===== src/rtl/fifo_stream_reader.sv =====
// Read-side consumer for the synchronous FIFO: issues rd_en, captures the registered
// read data into a 2-entry skid buffer and streams it out on a valid/ready interface.
module fifo_stream_reader #(
  parameter int unsigned FIFO_WIDTH = 16,
  parameter int unsigned CNT_WIDTH  = 16
) (
  input  logic                  clk,
  input  logic                  rst_n,
  input  logic                  enable,
  input  logic                  fifo_empty,
  input  logic [FIFO_WIDTH-1:0] fifo_data_out,
  input  logic                  fifo_underflow,
  output logic                  fifo_rd_en,
  output logic [FIFO_WIDTH-1:0] m_data,
  output logic                  m_valid,
  input  logic                  m_ready,
  input  logic                  err_clr,
  output logic                  underflow_err,
  output logic [CNT_WIDTH-1:0]  rd_count,
  output logic                  busy
);

  typedef enum logic [1:0] {
    OCC_EMPTY = 2'd0,
    OCC_ONE   = 2'd1,
    OCC_TWO   = 2'd2
  } occ_e;

  occ_e                  occ_q, occ_d;
  logic                  inflight_q, inflight_d;
  logic                  head_q, head_d;
  logic [FIFO_WIDTH-1:0] entry0_q, entry0_d;
  logic [FIFO_WIDTH-1:0] entry1_q, entry1_d;
  logic                  err_q, err_d;
  logic [CNT_WIDTH-1:0]  cnt_q, cnt_d;

  logic       pop;
  logic       push;
  logic       tail;
  logic [2:0] pending;

  always_comb begin
    occ_d      = occ_q;
    head_d     = head_q;
    entry0_d   = entry0_q;
    entry1_d   = entry1_q;
    err_d      = err_q;
    cnt_d      = cnt_q;

    m_valid    = (occ_q != OCC_EMPTY);
    pop        = m_valid & m_ready;
    // Words already owned (buffered + in flight) minus the one leaving this cycle.
    pending    = {1'b0, occ_q} + {2'b00, inflight_q} - {2'b00, pop};
    fifo_rd_en = rst_n & enable & ~fifo_empty & (pending < 3'd2);
    inflight_d = fifo_rd_en;

    push       = inflight_q & ~fifo_underflow;
    tail       = head_q ^ (occ_q == OCC_ONE);

    if (push) begin
      if (tail) entry1_d = fifo_data_out;
      else      entry0_d = fifo_data_out;
    end

    if (pop) begin
      head_d = ~head_q;
      cnt_d  = cnt_q + CNT_WIDTH'(1);
    end

    case ({push, pop})
      2'b10:   occ_d = (occ_q == OCC_EMPTY) ? OCC_ONE : OCC_TWO;
      2'b01:   occ_d = (occ_q == OCC_TWO) ? OCC_ONE : OCC_EMPTY;
      default: occ_d = occ_q;
    endcase

    if (inflight_q & fifo_underflow) err_d = 1'b1;
    else if (err_clr)                err_d = 1'b0;

    m_data        = head_q ? entry1_q : entry0_q;
    busy          = inflight_q | m_valid;
    underflow_err = err_q;
    rd_count      = cnt_q;
  end

  always_ff @(posedge clk or negedge rst_n) begin
    if (!rst_n) begin
      occ_q      <= OCC_EMPTY;
      inflight_q <= 1'b0;
      head_q     <= 1'b0;
      entry0_q   <= '0;
      entry1_q   <= '0;
      err_q      <= 1'b0;
      cnt_q      <= '0;
    end else begin
      occ_q      <= occ_d;
      inflight_q <= inflight_d;
      head_q     <= head_d;
      entry0_q   <= entry0_d;
      entry1_q   <= entry1_d;
      err_q      <= err_d;
      cnt_q      <= cnt_d;
    end
  end

endmodule

===== config.mk =====
export PLATFORM = sky130hd
export DESIGN_NAME = fifo_stream_reader
export DESIGN_NICKNAME = d
export VERILOG_FILES = /design/src/rtl/fifo_stream_reader.sv
export SDC_FILE = /design/constraint.sdc
export NUM_CORES = 1
export LEC_CHECK = 0
export ABC_AREA = 1
export BUFFER_PORTS_ARGS = -buffer_cell sky130_fd_sc_hd__buf_2
export CAP_MARGIN = 0
export CELL_PAD_IN_SITES_DETAIL_PLACEMENT = 1
export CELL_PAD_IN_SITES_GLOBAL_PLACEMENT = 2
export CORE_MARGIN = 5
export CORE_UTILIZATION = 31
export CTS_BUF_LIST = sky130_fd_sc_hd__clkbuf_4 sky130_fd_sc_hd__clkbuf_8 sky130_fd_sc_hd__clkbuf_16
export CTS_CLUSTER_SIZE = 14
export DETAILED_ROUTE_END_ITERATION = 6
export PLACE_DENSITY = 0.76
export SKIP_LAST_GASP = 1
export SLEW_MARGIN = 20
export SYNTH_ARGS = -nofsm -noshare
export SYNTH_HDL_FRONTEND = slang
export SYNTH_SLANG_ARGS = --single-unit

===== constraint.sdc =====
create_clock -name clk -period 3.2 [get_ports clk]
set_clock_uncertainty 0.15 [all_clocks]
set_input_delay 0.32 -clock clk [delete_from_list [all_inputs] [get_ports clk]]
set_output_delay 0.32 -clock clk [all_outputs]
set_load 0.02 [all_outputs]

After elaboration in Yosys (flattened, before gate mapping)
Cells that the tools add are included.
- input port bits: 23
- register bits after elaboration: 53
- logic and storage cells: 39
- bitwise operators: 12
- equality and inequality tests: 4
- $add $sub $neg: 3
- muxes and demuxes: 6
- $lt $le $gt $ge: 1
- reduce and logical (&&, ||, !) cells: 6
- operator list (kind ; number):
    16-bit by 1-bit adder with 16-bit output, second input constant ; 1
    16-bit 2-to-1 mux ; 1
    1-bit AND ; 6
    2-bit nonzero test ; 3
    2-bit by 1-bit equality test with 1-bit output, second input constant ; 2
    2-bit equality test, second input constant ; 2
    1-bit inverter ; 4
    2-bit case mux with 2 select lines ; 1
    2-bit AND reduction ; 2
    2-bit by 1-bit adder with 3-bit output ; 1
    3-bit by 2-bit < comparator with 1-bit output, second input constant ; 1
    1-bit 2-to-1 mux ; 3
    3-bit by 1-bit subtractor with 3-bit output ; 1
    2-bit logical NOT ; 1
    2-bit 2-to-1 mux ; 1
    1-bit OR ; 1
    1-bit bitwise XOR ; 1

Depth between registers and ports, before layout
- depth after elaboration: 5
- mapped depth: 9
- depth with buffers taken out: 9

Worst setup path before layout
No wires, ideal clock.
- path kind: reg-to-output
- from: reg occ_q[1]
- to: out fifo_rd_en
- slack: 0.013 ns
- cell stages (with the launch flop): 8
- data arrival time: 2.717 ns
- required time: 2.730 ns
- path through: dfrtp_1 -> nor2_2 -> nor2_8 -> ha_1 -> or2_2 -> fa_1 -> nand2_1 -> nor4b_1
- cells in the longest elaborated chain, start to end: 5
- RTL lines (item ; RTL line ; RTL):
    start: declaration ; 29 ; occ_e occ_q, occ_d;
    start signal: assignment ; 87 ; occ_q <= OCC_EMPTY;
    start signal: assignment ; 95 ; occ_q <= occ_d;
    2-bit nonzero test ; 50 ; m_valid = (occ_q != OCC_EMPTY);
    1-bit AND ; 51 ; pop = m_valid & m_ready;
    via pop ; 37 ; logic pop;
    3-bit by 1-bit subtractor with 3-bit output ; 53 ; pending = {1'b0, occ_q} + {2'b00, inflight_q} - {2'b00, pop};
    3-bit by 2-bit < comparator with 1-bit output ; 54 ; fifo_rd_en = rst_n & enable & ~fifo_empty & (pending < 3'd2);
    1-bit AND ; 54 ;
    end: declaration ; 13 ; output logic fifo_rd_en,
The timed path passes the listed nets, and every way through them passes these cells.

Worst setup path after layout
- from: reg occ_q[0]
- to: out fifo_rd_en
Same word-level chain as after synthesis.

==> flow_summary.yaml <==
final_layout:
  syn_to_final_growth_pct: 21.6
  diodes: 0
  drive_gt1_share_pct: 24.2
  post-route-util_pct: 38.1
  nNetsFinal: 389
setup_path:
  worstPathMaxFanout: 3
  critPathTopFamily: "simple AND/OR/NAND/NOR gates"
  crit_buf_inv: 1
  crit_slowest_cell: "fa_1"
  path_class: "flop to primary output"
  cp-start-kind: "flop"
  worstPathCellList: "nor2_4, nor2_8, ha_1, or2_2, fa_1, nand2_1, nor4b_4, buf_4"
  slowest_delay_ps: 480
  worstPathArrival_ps: 2600
  cp.required_ps: 2730
  end_kind: "primary output"
route:
  drt_iter0_drc: 62
  avgViaCountPerCell: 4.41
  antenna_left: 0
  num_vias: 2062
  drc: 0
  wire_per_inst_um: 13.2
  first_pass_iters: 4
  routed_wirelength_um: 6190
cts:
  worstSkewPairLatency_ps: 310
  cts-root-buf: "clkbuf_8"
  cts_buffers: 5
  clk_pin_slew_ps: 100
  clockBufferDepth: 2
  h-tree-depth: 2
  cts_tree: "done"
  clock-sinks: 53
  ctsHoldBuffers: 0
die:
  initial_core_util_pct: 31.3
  ios: 59
  die_x_um: 100
  die_h_um: 100
  core.rowCount: 33
  die-area_um2: 10000
  core_area_um2: 8050
logic_synthesis:
  synth_most_common_cell: "nand2_1"
  synthTopCellsByCount: "113 x nand2_1, 53 x dfrtp_1, 35 x inv_1"
  synth_seq_cells: 53
  syn-cell-area_um2: 2520
  synth_cell_type_count: 29
  yosysTopAreaCellShare_pct: 52.6
  synth_edf_count: 0
  syn_avg_cell_area_um2: 8.46
  netlist_instances: 298
  seq_area_frac_synth_pct: 52.6
  yosys_warnings: 0
  synth_fp_nets: 325
  ys_async_sr_fraction_pct: 100
  synth_area_leader_cell: "dfrtp_1"
  synthTopCellsByArea: "dfrtp_1 53%, nand2_1 17%, inv_1 5.2%, o21ai_0 4.0%, o21ai_1 3.4%"
  synthFlopType: "dfrtp_1"
timing:
  fin_setup_tns_ps: 0
  drv_slew: 0
  period_minus_slack_ps: 3070
  fin_crit_sh_pct: 95.9
  hold_viol: 11
  fin_hold_ws_ps: -29.4
  max_freq_mhz: 326
  worst_slew_pin_slew_ps: 703
  relSlewSlack_pct: 53.1
  setup_ws_ps: 131
  finalSetupViolCount: 0
power_and_ir_drop:
  swShare_pct: 41.6
  p_switching_uw: 977
  max-vdd-ir-drop_mv: 0.293
  pwr-share-clk_pct: 16.5
  power_frac_comb_pct: 41.5
  p_per_area_nw_per_um2: 766
  p_int_uw: 1370
  p_seq_share_pct: 42.0
  p_leak_uw: 0.00168
grt:
  track_usage_pct: 13.1
  grt_pass1_wl_um: 10600
  antenna_found_initial: 0
  gr-total-overflow: 0
  grt_max_degree: 54
  grt_pass1_vias: 2184
placement:
  hpwl_um: 4300
  dp_slack_ps: 239
  port_buffers: 58
  place_congestion: 0.717
status:
  status: "finished, violations left"
  violations: "hold timing"
worst_hold_path:
  min_path_type: "input port to async pin"
job:
  cap_violations: 0
## logic make-up (layout without fill, tap and decap cells)
family / count (synthesis) / after routing / synth area share (%)
and+or+nand+nor: 144 / 144 / 25.4
buffers and inverters: 45 / 110 / 7.29
AOI/OAI and AO/OA: 39 / 39 / 7.89
xor gates and xnor gates: 13 / 13 / 4.51
DFF: 53 / 53 / 52.6
adders and majority gates: 4 / 4 / 2.28
## power groups by stage
stage / registers, µW / clock network (µW) / logic [µW]
final: 988 / 386 / 975
after global routing: 1010 / 435 / 1110
after CTS: 992 / 413 / 961
after detailed placement: 1000 / 0 / 951
after global placement: 992 / 0 / 930
after floorplan: 1020 / 0 / 598
## per-layer routing
metal  GRT usage, %  vias to the layer above  routed length (µm)
li1               -                     1040                   -
met1           16.6                      973                2770
met2           22.6                       42                3020
met3           2.57                        7                 325
met4           4.04                        0                  76
met5              0                        -                   0
## worst paths after layout
path,slack (ps),depth (start not counted),endpoint,from
min in group clk,50,2,underflow_err,err_clr
setup / recovery,130,8,fifo_rd_en,occ_q[0]
setup reg to reg,750,8,inflight_q,occ_q[0]
hold reg to reg,340,2,entry0_q[15],entry0_q[15]
max in group asynchronous,2430,2,rd_count[5],rst_n
hold / removal,-30,2,inflight_q,rst_n
## through the flow
| stage | power, µW | instance area [µm²] | instances |
|---|---|---|---|
| floorplan | 1620 | 2520 | 298 |
| global placement | 1920 | 2930 | 456 |
| detailed placement | 1950 | 2930 | 456 |
| CTS | 2370 | 3020 | 464 |
| global route | 2550 | 3070 | 468 |
| finish | 2350 | 3070 | 468 |
## cells in the final DEF, fill, tap and decap left out, types with 2 or more instances in the layout
cell | netlist | layout
nor2_4 | 2 | 3
xor2_1 | 8 | 8
ha_1 | 3 | 3
buf_4 | 2 | 9
nand2_1 | 113 | 113
clkinv_2 | 1 | 3
inv_1 | 35 | 35
xnor2_1 | 5 | 5
nor2_1 | 9 | 9
o21ai_0 | 20 | 20
o21ai_1 | 17 | 17
nand3_1 | 7 | 7
nand4_1 | 2 | 2
buf_2 | 5 | 57
dfrtp_1 | 53 | 52
clkbuf_8 | 0 | 5
## state kept, by name (all words and copies together) (netlist names)
name	count
entry1_q	16
underflow_err	1
inflight_q	1
rd_count	16
entry0_q	16
head_q	1
occ_q	2
## layout make-up
| type | instances | area [µm²] |
|---|---|---|
| clock buffer | 6 | 76.3 |
| inverter | 36 | 136 |
| sequential | 53 | 1330 |
| multi-input combinational | 200 | 1030 |
| clock inverter | 2 | 10.0 |
| fill | 1011 | 4980 |
| tap | 105 | 131 |
| timing repair buffer | 66 | 353 |
## what timing repair did
item | 4_1_cts | 5_1_grt
gates resized for setup | 2 | 3
pin swaps | 0 | 2
buffers inserted | 0 | 4
setup endpoints to repair | 1 | 1
(Power assumes the default switching activity.)
